--- config.mk ---
export PLATFORM = sky130hd
export DESIGN_NAME = bus_mux_reg
export DESIGN_NICKNAME = d
export VERILOG_FILES = /design/src/rtl/bus_mux_reg.sv
export SDC_FILE = /design/constraint.sdc
export NUM_CORES = 1
export LEC_CHECK = 0
export ABC_AREA = 1
export CORE_MARGIN = 1.5
export CORE_UTILIZATION = 40
export DETAILED_ROUTE_END_ITERATION = 7
export GPL_ROUTABILITY_DRIVEN = 0
export GPL_TIMING_DRIVEN = 0
export PLACE_DENSITY = 0.95
export SYNTH_ARGS = -nofsm -noshare
export SYNTH_HDL_FRONTEND = slang
export SYNTH_SLANG_ARGS = --single-unit
--- constraint.sdc ---
create_clock -name Clock -period 2.4 [get_ports Clock]
set_input_delay 0.72 -clock Clock [delete_from_list [all_inputs] [get_ports Clock]]
set_output_delay 0.72 -clock Clock [all_outputs]
set_load 0.1 [all_outputs]
--- src/rtl/bus_mux_reg.sv ---
// Registered priority bus multiplexer: R_i / G / DIN onto a held bus with sticky collision flag.
// Define BUSMUX_ERRCNT_EN to build the saturating collision-cycle counter on ErrCnt.
module bus_mux_reg #(
  parameter int W     = 16,
  parameter int NREG  = 8,
  parameter int SRC_W = 4
) (
  input  logic                Clock,
  input  logic                Resetn,
  input  logic [W-1:0]        DIN,
  input  logic [W-1:0]        G,
  input  logic [NREG*W-1:0]   R_flat,
  input  logic [NREG-1:0]     ROut,
  input  logic                GOut,
  input  logic                DINOut,
  input  logic                ErrClr,
  output logic [W-1:0]        BusWires,
  output logic                BusValid,
  output logic [SRC_W-1:0]    SrcId,
  output logic                SelErr,
  output logic [7:0]          ErrCnt
);

  localparam int NSRC = NREG + 2;

  // True when more than one bit of v is set.
  function automatic logic multi_hot(input logic [NSRC-1:0] v);
    return |(v & (v - NSRC'(1)));
  endfunction

  logic [NSRC-1:0]   en_all_s;
  logic              coll_s;
  logic              sel_s;
  logic [W-1:0]      data_s;
  logic [SRC_W-1:0]  src_s;
  logic [SRC_W-1:0]  ridx_s;

  assign en_all_s = {DINOut, GOut, ROut};
  assign coll_s   = multi_hot(en_all_s);

  // Lowest-index set ROut bit; scanning downward lets the lowest index overwrite.
  always_comb begin
    ridx_s = {SRC_W{1'b0}};
    for (int i = NREG - 1; i >= 0; i--) begin
      if (ROut[i]) begin
        ridx_s = SRC_W'(i);
      end else begin
        ridx_s = ridx_s;
      end
    end
  end

  // Source priority: DIN over G over registers.
  always_comb begin
    sel_s  = 1'b0;
    data_s = {W{1'b0}};
    src_s  = {SRC_W{1'b0}};
    if (DINOut) begin
      sel_s  = 1'b1;
      data_s = DIN;
      src_s  = SRC_W'(NREG + 1);
    end else if (GOut) begin
      sel_s  = 1'b1;
      data_s = G;
      src_s  = SRC_W'(NREG);
    end else if (|ROut) begin
      sel_s  = 1'b1;
      data_s = R_flat[ridx_s*W +: W];
      src_s  = ridx_s;
    end else begin
      sel_s  = 1'b0;
    end
  end

  // Bus register: load on a selection, otherwise hold data and source.
  always_ff @(posedge Clock or negedge Resetn) begin
    if (!Resetn) begin
      BusWires <= {W{1'b0}};
      SrcId    <= {SRC_W{1'b0}};
      BusValid <= 1'b0;
    end else begin
      BusValid <= sel_s;
      if (sel_s) begin
        BusWires <= data_s;
        SrcId    <= src_s;
      end else begin
        BusWires <= BusWires;
        SrcId    <= SrcId;
      end
    end
  end

  // Sticky collision flag; a collision on the clearing edge wins.
  always_ff @(posedge Clock or negedge Resetn) begin
    if (!Resetn) begin
      SelErr <= 1'b0;
    end else if (coll_s) begin
      SelErr <= 1'b1;
    end else if (ErrClr) begin
      SelErr <= 1'b0;
    end else begin
      SelErr <= SelErr;
    end
  end

`ifdef BUSMUX_ERRCNT_EN
  logic [7:0] errcnt_r;

  // Saturating collision counter; clear with a same-edge collision lands on 1.
  always_ff @(posedge Clock or negedge Resetn) begin
    if (!Resetn) begin
      errcnt_r <= 8'd0;
    end else if (coll_s) begin
      if (ErrClr) begin
        errcnt_r <= 8'd1;
      end else if (errcnt_r != 8'hFF) begin
        errcnt_r <= errcnt_r + 8'd1;
      end else begin
        errcnt_r <= errcnt_r;
      end
    end else if (ErrClr) begin
      errcnt_r <= 8'd0;
    end else begin
      errcnt_r <= errcnt_r;
    end
  end

  assign ErrCnt = errcnt_r;
`else
  assign ErrCnt = 8'd0;
`endif

endmodule

==> run metrics, run 1 <==
Routed WL 14.11 mm; Clock Sinks 22; Critical Path AT 2.49 ns; placed inst area 5189 um2; IO Pins 203; H-tree levels 1; die area 8278 um2; area grow syn2layout 78.50%; Max rail drop VDD 0.4173 mV; Pre-antenna DRT Iters 8; Int Pwr 1088 uW; Clock Pin Slew Worst Setup and Hold Paths 0.08 ns; Wirelength per Cell 16.11 um; DRT met1 WL 5.104 mm; clk root buf clkbuf_8; top cells by count, synth nand3_1, nand2_1, inv_1; Syn Inst Count 567; met2 WL 7.052 mm; Rel. slew slack 0.3410; critical path class input pin to register; initial drt markers 357; EDFF count, synth 0; Final Net Count 951; Met3 Wirelength 1.492 mm; worst hold path startpoint BusWires[8]; Post-route DRC 0; Synth top area share 0.2602; number of global-route vias before repair 4,423; largest net degree at the start of global routing 23; final worst slack 0.07001 ns; clk_lat worst skew 0.27 ns; grt total ovfl 0; top routing layer used met4; routed vias 4,620; fin crit period 2.330 ns; Psw 796.8 uW; Total Routing Usage GR 0.3105; Cell Pwr Density 340.9 nW/um2; f_max 429.2 MHz; Worst setup EP type register; MaxCap Viol Count 0; fillers 591; cell area after layout 5528 um2; CTS Buf Count 3; CTS max path bufs 2; Seq/Total Area, Yosys 0.1778; hold crit path type register to register; # setup viols final 0; Comb pwr share 0.591; CP Max Fanout 10; Initial Utilization 0.4202; Yosys cell types 27; TritonCTS clock tree yes; Seq cells post-synth 22; # diodes 0; Worst Path Required 2.56 ns; Flop pwr share 0.221; Worst R2R Start SelErr; Synth Flop Type dfrtp_1; Final Total Pwr 1885 uW; Port Buf Inserts 194; final count of hold timing violations 0; Clock power frac 0.188; pre-CTS setup slack -0.3386 ns; CTS Hold Bufs 0; post-synth top area cell nand3_1; synthesized area 3097 um2; Ys Warns 0; Core Util, Final 0.7501; # rows 31; worst slew pin tran 0.9924 ns; max-slew violations 0; Antenna Nets Post-Route 0; initial antenna violation count 0; fin crit share 0.9708; layout cells sized above 1 0.1390; async set-or-reset flop fraction in the synthesized netlist 1.000; CP startpoint kind input pin; DP Wirelength 10.75 mm; die height 90.99 um; die extent in x 90.99 um; crit path from ROut[2]; Net Sw Frac 0.4228; first-pass GRT wire length 20.76 mm; vias per inst 5.274; status completed; count leader, synth nand3_1; Static Leakage 0.002909 uW; top cells by area, synth nand3_1, dfrtp_1, nand2_1; post-synthesis average cell area 5.462 um2; Max Clock Skew 0 ns; Core ar. 7370 um2
==> cell usage in the layout (no fill, tap or decap), types with 4 or more instances in the layout <==
master,Yosys,routed
buf_4,12,14
buf_8,1,4
buf_2,13,8
clkbuf_1,9,5
nor2_1,7,5
nand2_1,145,144
dlygate4sd2_1,0,22
nand3_1,161,131
conb_1,1,8
nand3b_1,15,15
dfrtp_1,22,22
buf_6,8,9
or2_2,16,16
nand3_2,0,30
dlymetal6s2s_1,0,5
clkdlybuf4s50_1,0,167
inv_1,120,119
a21oi_1,16,16
clkbuf_2,0,4
inv_2,4,5
clkbuf_4,0,4
==> repair_timing <==
| action | 4_1_cts | 5_1_grt |
|---|---|---|
| buffers inserted | 0 | 4 |
| endpoints found under the hold margin | 0 | 0 |
| cloned | 0 | 1 |
| resized for setup | 33 | 55 |
| pin swaps | 0 | 10 |
| setup endpoints to repair | 30 | 17 |
==> metrics by stage <==
stage	setup TNS, ns	instances	hold WS, ns
global route	-0.1180	876	0.5127
detailed placement	-4.731	867	0.4652
finish	0	876	0.4816
global placement	-3.748	867	0.4627
floorplan	0	574	0.4244
CTS	0	871	0.4823
==> critical path, cell delays in order <==
cell             delay (ns)
clkdlybuf4s50_1        0.47
inv_1                  0.11
nand3_1                0.12
nor2_4                 0.18
nand2_2                0.12
buf_2                  0.22
nand3_1                0.14
nand3_2                0.13
nand3_2                0.10
nand2_1                0.05
nand2_1                0.08
nand2_1                0.05
==> state kept, by name (all words and copies together), names as in the netlist <==
| register | count |
|---|---|
| SrcId | 4 |
| SelErr | 1 |
| BusValid | 1 |
| BusWires | 16 |
==> power groups by stage <==
stage          clock (uW)  sequential (uW)  combinational, uW
2_1_floorplan           0              636                394
3_3_place_gp            0              422               1040
3_5_place_dp            0              424               1060
4_1_cts               353              416               1050
5_1_grt               368              419               1180
6_report              354              416               1110
==> kinds of logic (layout without fill, tap and decap cells) <==
kind of cell,after synthesis,in the layout,synth area share
DFF,22,22,0.1778
buffers and inverters,169,372,0.2477
and+or+nand+nor,350,350,0.5265
other,1,8,0.001211
AOI/OAI and AO/OA,25,25,0.04687
==> final timing paths <==
check | to | slack (ns) | cells after the start
setup / recovery | BusWires[9] | 0.07 | 12
hold / removal | BusWires[8] | 0.48 | 2
setup reg to reg | SelErr | 1.22 | 4
hold reg to reg | BusWires[8] | 0.48 | 2
max in group asynchronous | BusWires[14] | 0.84 | 1
min in group asynchronous | BusWires[6] | 0.98 | 1
==> per-layer routing <==
| layer | vias up | track usage |
|---|---|---|
| li1 | 2165 | - |
| met1 | 2088 | 0.3494 |
| met2 | 319 | 0.5703 |
| met3 | 48 | 0.07454 |
| met4 | 0 | 0.09766 |
| met5 | - | 0 |
==> layout make-up <==
class / count / area (um2) / area share
Buffer: 44 / 345.3 / 0.06247
Clock buffer: 3 / 41.29 / 0.007469
Clock inverter: 1 / 30.03 / 0.005432
Inverter: 125 / 471.7 / 0.08533
Multi-Input combinational cell: 383 / 1983 / 0.3588
Sequential cell: 22 / 550.5 / 0.09959
Tap cell: 99 / 123.9 / 0.02241
Timing Repair Buffer: 199 / 1982 / 0.3585
(Power assumes the default switching activity.)
==> run 2, diff against run 1 <==
--- a/config.mk
+++ b/config.mk
@@ -6,8 +6,10 @@
 export NUM_CORES = 1
 export LEC_CHECK = 0
 export ABC_AREA = 1
+export CELL_PAD_IN_SITES_DETAIL_PLACEMENT = 0
+export CELL_PAD_IN_SITES_GLOBAL_PLACEMENT = 1
 export CORE_MARGIN = 1.5
-export CORE_UTILIZATION = 40
+export CORE_UTILIZATION = 25
 export DETAILED_ROUTE_END_ITERATION = 7
 export GPL_ROUTABILITY_DRIVEN = 0
 export GPL_TIMING_DRIVEN = 0
@@ -15,3 +17,4 @@
 export SYNTH_ARGS = -nofsm -noshare
 export SYNTH_HDL_FRONTEND = slang
 export SYNTH_SLANG_ARGS = --single-unit
+export TNS_END_PERCENT = 20
==> run 2 against run 1 <==
Effect of this change: largest cell class unchanged; sequential cell count unchanged; largest power group unchanged; die area up 58%; wire length down 3.3%.
==> run metrics, run 2 (synthesis results as in run 1) <==
CTS Hold Bufs 0 (unchanged); largest net degree at the start of global routing 23 (unchanged); Core Util, Final 0.4649 (-0.2851); Worst Path Required 2.55 ns (about the same); fin crit share 0.9430 (-0.02783); Post-route DRC 0 (unchanged); CTS Buf Count 3 (unchanged); pre-CTS setup slack -0.4019 ns (-0.06327 ns); max reg flops 16 (unchanged); Final Net Count 949 (-0.21%); Met3 Wirelength 784 um (-47%); CP dominant cell by count nand2_1; MaxCap Viol Count 0 (unchanged); cell area after layout 5608 um2 (+1.4%); grt total ovfl 0 (unchanged); most flop-heavy register BusWires; Port Buf Inserts 194 (unchanged); Critical Path AT 2.41 ns (-0.08 ns); CTS max path bufs 2 (unchanged); Regs by FF count BusWires (16), SrcId (4); Initial Utilization 0.2567 (-0.1635); Clock Sinks 22 (unchanged); CP startpoint kind input pin; H-tree levels 1 (unchanged); Routed WL 13.64 mm (-3.3%); # rows 40 (+29%); first-pass GRT wire length 20.42 mm (-1.6%); routed vias 4,234 (-8.4%); setup tns final 0 ns (unchanged); IO Pins 203 (unchanged); hold crit path type register to register; Cell Pwr Density 350.7 nW/um2 (+2.9%); most common cell after layout, fill and taps aside clkdlybuf4s50_1; # diodes 0 (unchanged); vias per inst 4.490 (-15%); Clock Pin Slew Worst Setup and Hold Paths 0.06 ns (-0.02 ns); Pre-antenna DRT Iters 5 (-3); initial drt markers 319 (-11%); Worst setup EP type register; top routing layer used met4; Rel. slew slack 0.3118 (-0.02916); f_max 441.9 MHz (+3.0%); met2 WL 6.307 mm (-11%); critical path class input pin to register; slowest cell delay on critical path 0.43 ns (-0.04 ns); die area 13,060 um2 (+58%); CP Max Fanout 10 (unchanged); final count of hold timing violations 0 (unchanged); die height 114.3 um (+26%); layout cells sized above 1 0.1265 (-0.01254); initial antenna violation count 0 (unchanged); DRT met1 WL 6.198 mm (+21%); area grow syn2layout 81.09%; Max rail drop VDD 0.3540 mV (-15%); Total Routing Usage GR 0.2003 (-0.1102); placed inst area 5275 um2 (+1.7%); # setup viols final 0 (unchanged); die extent in x 114.3 um (+26%); DP Wirelength 10.98 mm (+2.1%); TritonCTS clock tree yes; final worst slack 0.1368 ns (+0.06679 ns); Worst path slowest cell clkdlybuf4s50_1; CP cell instances clkdlybuf4s50_1 > nor2_1 > nand2_4 > clkinv_2 > clkbuf_4 > nand3_1 > nand3_1 > nand2_1 > nand2_1 > nand2_1; clk_lat worst skew 0.25 ns (-0.02 ns); max-slew violations 0 (unchanged); number of global-route vias before repair 4,010 (-9.3%); Wirelength per Cell 14.47 um (-10%); Antenna Nets Post-Route 0 (unchanged); Static Leakage 0.002890 uW (-0.66%); most frequent cells in the layout clkdlybuf4s50_1, nand2_1, nand3_1, inv_1, dlygate4sd2_1; worst slew pin tran 1.029 ns (+0.03658 ns); fin crit period 2.263 ns (-0.06679 ns); Max Clock Skew 0 ns (unchanged); status completed; clk root buf clkbuf_16; Core ar. 12,060 um2 (+64%)
run 2: stage by stage:
step	hold slack [ns]	cells	power [uW]
3_3_place_gp	0.4628	936	1482
6_report	0.4741	943	1967
3_5_place_dp	0.4645	936	1487
4_1_cts	0.4769	940	1955
2_1_floorplan	0.4244	574	1030
5_1_grt	0.4926	943	2077
run 2: cell type report:
type	instances	area, um2
Fill cell	1277	6454
Timing Repair Buffer	197	1963
Multi-Input combinational cell	383	1936
Sequential cell	22	550.5
Inverter	125	473.0
Buffer	44	370.4
Tap cell	168	210.2
Clock buffer	3	75.07
Clock inverter	1	30.03
run 2: metal layers:
layer,vias to the layer above,track usage
met5,-,0
li1,2163,-
met2,170,0.3446
met1,1879,0.2680
met3,22,0.02118
met4,0,0.05083
run 2: final timing paths:
check	from	endpoint	slack [ns]	cells after the start
min in group asynchronous	Resetn	BusWires[6]	1.03	1
min	BusWires[7]	BusWires[7]	0.47	2
max	ROut[1]	BusWires[3]	0.14	10
min reg2reg	BusWires[7]	BusWires[7]	0.47	2
max reg2reg	SelErr	SelErr	1.41	4
max in group asynchronous	Resetn	BusWires[0]	0.75	1
run 2: report_power, final:
part | switching, uW | internal [uW]
Clock | 136 | 331
Combinational | 624 | 461
Sequential | 15.0 | 400
Total | 775 | 1190
run 2: worst max-delay path: cells and delay by family:
| kind | cells | cell delay, ns |
|---|---|---|
| buffers and inverters | 3 | 0.86 |
| and+or+nand+nor | 7 | 0.81 |
run 2: repair_timing:
item                       in CTS  in global routing
cloned                          0                  1
gates resized for setup        48                 47
pin swaps                       1                  7
buffers inserted                0                  2
setup endpoints to repair      38                 16
